File: src/rtl/apb_req_arbiter.sv
// apb_req_arbiter: round-robin arbiter that lets two requesters share one APB master port.
// Optional macro APB_TIMEOUT_EN: aborts an ACCESS phase after TIMEOUT_CYCLES cycles with err=1.
module apb_req_arbiter #(
    parameter int TIMEOUT_CYCLES = 16
) (
    input  logic        PCLK,
    input  logic        PRESET,
    input  logic        req0_valid,
    input  logic        req0_write,
    input  logic [31:0] req0_addr,
    input  logic [31:0] req0_wdata,
    output logic        req0_ready,
    output logic        req0_done,
    output logic [31:0] req0_rdata,
    output logic        req0_err,
    input  logic        req1_valid,
    input  logic        req1_write,
    input  logic [31:0] req1_addr,
    input  logic [31:0] req1_wdata,
    output logic        req1_ready,
    output logic        req1_done,
    output logic [31:0] req1_rdata,
    output logic        req1_err,
    output logic        PSEL,
    output logic        PENABLE,
    output logic        PWRITE,
    output logic [31:0] PADDR,
    output logic [31:0] PWDATA,
    input  logic [31:0] PRDATA,
    input  logic        PREADY,
    input  logic        PSLVERR
);
    typedef enum logic [1:0] {IDLE, SETUP, ACCESS} state_t;

    state_t state_q, state_d;
    logic rr_q, rr_d;
    logic gnt_q, gnt_d;
    logic gnt_c;
    logic any_valid;
    logic finish;
    logic tmo_hit;

    logic        psel_q, psel_d;
    logic        penable_q, penable_d;
    logic        pwrite_q, pwrite_d;
    logic [31:0] paddr_q, paddr_d;
    logic [31:0] pwdata_q, pwdata_d;
    logic [1:0]  ready_q, ready_d;
    logic [1:0]  done_q, done_d;
    logic [1:0]  err_q, err_d;
    logic [1:0][31:0] rdata_q, rdata_d;

    if (TIMEOUT_CYCLES < 1) begin : g_bad_timeout
        $error("TIMEOUT_CYCLES must be at least 1");
    end

    // rr_q names the requester that wins a tie; a lone requester wins regardless
    assign any_valid = req0_valid | req1_valid;
    assign gnt_c     = (req0_valid && req1_valid) ? rr_q : req1_valid;
    assign finish    = (state_q == ACCESS) && (PREADY || tmo_hit);

`ifdef APB_TIMEOUT_EN
    localparam int CW = $clog2(TIMEOUT_CYCLES + 1);
    logic [CW-1:0] tmo_q, tmo_d;

    assign tmo_hit = (state_q == ACCESS) && !PREADY && (tmo_q == CW'(TIMEOUT_CYCLES - 1));

    // Count completed wait cycles of the current ACCESS phase, cleared outside it
    always_comb begin
        tmo_d = (state_q == ACCESS && !PREADY && !tmo_hit) ? tmo_q + CW'(1) : '0;
    end

    // Timeout counter register
    always_ff @(posedge PCLK or posedge PRESET) begin
        if (PRESET) tmo_q <= '0;
        else        tmo_q <= tmo_d;
    end
`else
    assign tmo_hit = 1'b0;
`endif

    // State register
    always_ff @(posedge PCLK or posedge PRESET) begin
        if (PRESET) begin
            state_q <= IDLE;
            rr_q    <= 1'b0;
            gnt_q   <= 1'b0;
        end else begin
            state_q <= state_d;
            rr_q    <= rr_d;
            gnt_q   <= gnt_d;
        end
    end

    // Next state: one SETUP cycle, ACCESS until completion, at least one IDLE cycle in between
    always_comb begin
        state_d = (state_q == IDLE)   ? (any_valid ? SETUP : IDLE) :
                  (state_q == SETUP)  ? ACCESS :
                  (state_q == ACCESS && !finish) ? ACCESS : IDLE;
        rr_d    = (state_q == IDLE && any_valid) ? ~gnt_c : rr_q;
        gnt_d   = (state_q == IDLE && any_valid) ? gnt_c : gnt_q;
    end

    // Output next values: command latched at grant, results loaded into the granted slot at completion
    always_comb begin
        psel_d    = psel_q;
        penable_d = penable_q;
        pwrite_d  = pwrite_q;
        paddr_d   = paddr_q;
        pwdata_d  = pwdata_q;
        ready_d   = '0;
        done_d    = '0;
        rdata_d   = rdata_q;
        err_d     = err_q;
        if (state_q == IDLE && any_valid) begin
            psel_d          = 1'b1;
            penable_d       = 1'b0;
            pwrite_d        = gnt_c ? req1_write : req0_write;
            paddr_d         = gnt_c ? req1_addr  : req0_addr;
            pwdata_d        = gnt_c ? req1_wdata : req0_wdata;
            ready_d[gnt_c]  = 1'b1;
        end else if (state_q == SETUP) begin
            penable_d = 1'b1;
        end else if (finish) begin
            psel_d         = 1'b0;
            penable_d      = 1'b0;
            done_d[gnt_q]  = 1'b1;
            rdata_d[gnt_q] = (tmo_hit || pwrite_q) ? '0 : PRDATA;
            err_d[gnt_q]   = tmo_hit | PSLVERR;
        end
    end

    // Output registers
    always_ff @(posedge PCLK or posedge PRESET) begin
        if (PRESET) begin
            psel_q    <= 1'b0;
            penable_q <= 1'b0;
            pwrite_q  <= 1'b0;
            paddr_q   <= '0;
            pwdata_q  <= '0;
            ready_q   <= '0;
            done_q    <= '0;
            rdata_q   <= '0;
            err_q     <= '0;
        end else begin
            psel_q    <= psel_d;
            penable_q <= penable_d;
            pwrite_q  <= pwrite_d;
            paddr_q   <= paddr_d;
            pwdata_q  <= pwdata_d;
            ready_q   <= ready_d;
            done_q    <= done_d;
            rdata_q   <= rdata_d;
            err_q     <= err_d;
        end
    end

    assign PSEL       = psel_q;
    assign PENABLE    = penable_q;
    assign PWRITE     = pwrite_q;
    assign PADDR      = paddr_q;
    assign PWDATA     = pwdata_q;
    assign req0_ready = ready_q[0];
    assign req1_ready = ready_q[1];
    assign req0_done  = done_q[0];
    assign req1_done  = done_q[1];
    assign req0_rdata = rdata_q[0];
    assign req1_rdata = rdata_q[1];
    assign req0_err   = err_q[0];
    assign req1_err   = err_q[1];
endmodule

File: config.mk
export PLATFORM = sky130hd
export DESIGN_NAME = apb_req_arbiter
export DESIGN_NICKNAME = d
export VERILOG_FILES = /design/src/rtl/apb_req_arbiter.sv
export SDC_FILE = /design/constraint.sdc
export NUM_CORES = 1
export LEC_CHECK = 0
export ABC_AREA = 1
export CORE_MARGIN = 4
export CORE_UTILIZATION = 44
export DETAILED_ROUTE_END_ITERATION = 10
export PLACE_DENSITY = 0.95
export SYNTH_ARGS = -nofsm -noshare
export SYNTH_HDL_FRONTEND = slang
export SYNTH_SLANG_ARGS = --single-unit
File: constraint.sdc
create_clock -name PCLK -period 12.76 [get_ports PCLK]
set_input_delay 1.914 -clock PCLK [delete_from_list [all_inputs] [get_ports PCLK]]
set_output_delay 1.914 -clock PCLK [all_outputs]
set_load 0.005 [all_outputs]
---- Word level (Yosys, flattened, before mapping) ----
Cells that the tools add are included.
Widths: inputs -> output; s select.
word-level totals
  flip-flop bits (word level) ............. 141
  input bits .............................. 168
  output and inout bits ................... 137
  logic and storage cells ................. 62
cells by class
  order comparisons ....................... 4
  equal/unequal tests ..................... 3
  mux-type cells .......................... 26
  bitwise operators ....................... 4
  reductions and logical operators ........ 12
operator list
  operator            number
  $mux 32             4
  $bwmux 64           1
  $demux 32 s1        1
  $mux 2              7
  $mux 1              10
  $logic_and 1x1->1   6
  $lt 1x2->1 const B  2
  $not 1->1           3
  $reduce_and 3->1    1
  $reduce_bool 3->1   1
  $bwmux 2            1
  $demux 1 s1         2
  $eq 2x1->1 const B  1
  $eq 2x2->1 const B  1
  $ge 1x1->1 const B  2
  $logic_not 2->1     1
  $ne 2x1->1 const B  1
  $reduce_and 2->1    1
  $reduce_bool 2->1   1
  $logic_not 1->1     1
  $or 1x1->1          1

---- Longest topological paths before layout ----
  word-level depth ........................ 7
  depth in mapped cells ................... 7
  mapped depth without buffers ............ 5

---- Least setup slack after synthesis ----
No wires, ideal clock.
  path kind ............................... in2reg
  start point ............................. input port PREADY
  end point ............................... register rdata_q, in the netlist req1_rdata[18]
  library setup time ...................... 0.123 ns
  arrival time ............................ 2.580 ns
  required time ........................... 12.637 ns
  setup slack ............................. 10.057 ns
  stages .................................. 5
  buffers on the path ..................... 2
  cells stage by stage .................... nand3_2 -> buf_2 -> clkbuf_1 -> o21ai_0 -> nand2_1
on the way
  cells in the longest elaborated chain, start to end .. 2
ends and longest elaborated chain
  element                            RTL line  RTL
  start: declaration                 30        input logic PREADY,
  $logic_and 1x1->1                  60        assign finish = (state_q == ACCESS) && (PREADY || tmo_hit);
  $reduce_and 3->1 (no source line)  -
  end signal: assignment             153       rdata_q <= rdata_d;
  end: declaration                   51        logic [1:0][31:0] rdata_q, rdata_d;
Every way passes these cells.
A chain may end at the register's enable or synchronous reset.

---- Worst setup path after layout ----
  start point ............................. register pwrite_q, in the netlist PWRITE
  end point ............................... output port PWRITE
RTL lines
  element                   RTL line  RTL
  start: declaration        45        logic pwrite_q, pwrite_d;
  start signal: assignment  148       pwrite_q <= pwrite_d;
  end: declaration          26        output logic PWRITE,
No word-level cell between the ends.

==> flow_metrics.py <==
metrics = {
    "outcome": {
        "status": "complete, no violations",
    },
    "floorplanning": {
        "die_y_um": 128,
        "fp.coreArea_mm2": 0.0140,
        "rows": 43,
        "start_util_pct": 45.1,
        "dieArea_mm2": 0.0163,
        "io_pins": 305,
        "die_x_um": 128,
    },
    "clocking": {
        "h-tree-depth": 4,
        "cts_made_buffers": 17,
        "cts_hold_buf": 0,
        "clk_path_buf_depth": 2,
        "clk_pin_slew_worst_paths_ns": 0.05,
        "cts_tree": "built",
        "clock_latency_ns": 0.41,
        "cts_setup_buffers": 0,
        "cts_root_buf": "clkbuf_16",
        "post_cts_resize_count": 0,
        "cts.sinks": 141,
    },
    "power": {
        "p_int_mw": 1.43,
        "ir_worst_vdd_mv": 0.124,
        "power_switching_uw": 799,
        "clock_power_share_pct": 21.2,
        "p_leak_nw": 4.60,
        "power_density_mw_per_mm2": 224,
        "seq_power_share_pct": 33.9,
        "switching_share_pct": 35.8,
        "pwr-share-comb_pct": 44.9,
    },
    "global_route": {
        "antenna_found_initial": 1,
        "grtUsageMet2_pct": 44.7,
        "grt_pass1_wl_um": 35000,
        "overflow": 0,
        "grt_pass1_vias": 6893,
        "top_usage_layer": "met2",
        "grt_use_met3_pct": 9.13,
        "globalRouteTotalUtil_pct": 27.1,
        "grt_util_met1_pct": 31.5,
        "grt_max_degree": 76,
    },
    "synth": {
        "synthTopCellsByArea": "dfrtp_1 56%, nand2_1 12%, nand3_1 10%",
        "async_reset_ff_share_pct": 100,
        "synth_top_area_cell": "dfrtp_1",
        "synth_edf_count": 0,
        "syn_inst": 757,
        "synthesis.area_mm2": 0.00631,
        "yosysMostFrequentCell": "nand2_1",
        "ys.flop_type": "dfrtp_1",
        "synth_warnings": 0,
        "syn_nets": 925,
        "ys_types": 16,
        "ys_seq_elements": 141,
        "synthesis.area_per_instance_um2": 8.33,
        "synthTopCellsByCount": "207 x nand2_1, 141 x dfrtp_1, 131 x nand3_1",
        "ys_seq_area_share_pct": 55.9,
        "yosysTopAreaCellShare_pct": 55.9,
    },
    "routing": {
        "wirelength_um": 22400,
        "first_iter_violations": 657,
        "viasPerCell": 5.61,
        "wl_per_cell_um": 18.4,
        "vias": 6833,
        "antenna_left": 0,
        "drcViolationCount": 0,
        "first_pass_iters": 5,
    },
    "timing": {
        "fmax_mhz": 278,
        "whs_ns": 0.482,
        "tightest_slew_ns": 0.997,
        "fin_setup_tns_ns": 0,
        "relSlewSlack_pct": 33.4,
        "finalHoldViolCount": 0,
        "skew_ns": 0.00710,
        "setup_viol": 0,
        "period_share_pct": 28.2,
        "rsz0062_at_grt": "no",
        "layout_min_cycle_time_ns": 3.60,
        "setup_slack_ns": 9.16,
        "slew_viol_final": 0,
    },
    "place": {
        "dp_slack_ns": 8.85,
        "port_buffers": 304,
        "hpwl_um": 15200,
        "gp_congestion": 0.884,
    },
    "hold_path": {
        "hold_class": "flop to flop",
    },
    "worst_setup_path": {
        "cp.arrival_ns": 1.68,
        "r2r_slack_ns": 10.87,
        "critPathKind": "flop to output pin",
        "worst_setup_path_start_kind": "flop",
        "crit_path_end_kind": "output pin",
        "cp_max_fo": 34,
        "worstPathRequired_ns": 10.85,
    },
    "flow_run": {
        "maxCapViolCount": 0,
    },
    "layout": {
        "fill_cells": 1001,
        "fin_util_pct": 71.3,
        "final_nets": 1194,
        "layout-drive-gt1-share_pct": 4.82,
        "area_growth_syn_to_layout_pct": 58.0,
    },
}
## worst max-delay path: stages (launching register included)
cell and delay, ns:
dfrtp_1 0.33, buf_4 0.35, clkdlybuf4s50_1 0.58
## flip-flops by register name, indices dropped and copies added (netlist names)
| register | flops |
|---|---|
| state_q | 2 |
| PENABLE | 1 |
| req1_rdata | 32 |
| PWRITE | 1 |
| ready_q | 2 |
| PSEL | 1 |
| PADDR | 32 |
| err_q | 2 |
| rr_q | 1 |
| done_q | 2 |
| gnt_q | 1 |
| PWDATA | 32 |
| req0_rdata | 32 |
## through the flow
stage / instances / total power, mW / area (µm²)
floorplan: 757 / 1.18 / 6310
global placement: 1187 / 1.72 / 9410
detailed placement: 1187 / 1.75 / 9410
CTS: 1217 / 2.24 / 9960
global route: 1218 / 2.37 / 9970
finish: 1218 / 2.23 / 9970
## routing by layer
layer / vias to the layer above / wire, µm
met5: - / 0
met4: 0 / 1130
met3: 76 / 2400
met2: 401 / 10800
met1: 3281 / 8080
li1: 3075 / -
## cell type report
class                      instances  area [µm²]  area share [%]
sequential                       141        3530            35.4
clock inverter                     8        92.6           0.929
clock buffer                      22         464            4.66
inverter                          38         148            1.48
tap                              180         225            2.26
multi-input combinational        512        2380            23.9
antenna                            1        2.50          0.0251
timing repair buffer             316        3130            31.4
## final timing paths
check | endpoint | from | cells after the start
worst max-delay path | PWRITE | PWRITE | 2
worst min-delay path | req1_rdata[24] | req1_rdata[24] | 2
worst max register to register | req0_rdata[14] | state_q[0] | 7
worst min register to register | req1_rdata[24] | req1_rdata[24] | 2
max in group asynchronous | req0_rdata[7] | PRESET | 3
min in group asynchronous | PADDR[18] | PRESET | 2
## power by group through the flow
stage	clock [mW]	sequential (mW)	combinational, mW
CTS	0.479	0.756	1.00
detailed placement	0	0.754	1.00
global placement	0	0.750	0.966
global route	0.500	0.779	1.09
finish	0.473	0.757	1.00
floorplan	0	0.757	0.419
## kinds of logic (layout without fill, tap and decap cells)
logic type | after synthesis | after routing | synth area share [%]
compound gates | 70 | 70 | 5.61
buf+inv | 104 | 384 | 6.76
flops | 141 | 141 | 55.9
other cells | 0 | 1 | 0
simple gates | 442 | 442 | 31.7
## placed cells by master, fill, tap and decap left out, drive strengths merged
cell	netlist	final
buf	36	13
bufinv	0	2
clkbuf	30	22
clkdlybuf4s50	0	303
clkinv	0	5
clkinvlp	0	1
dfrtp	141	141
diode	0	1
inv	38	38
nand2	207	207
nand3	132	132
nand4	65	65
nor2	38	38
o21ai	70	70
(Power assumes the default switching activity.)
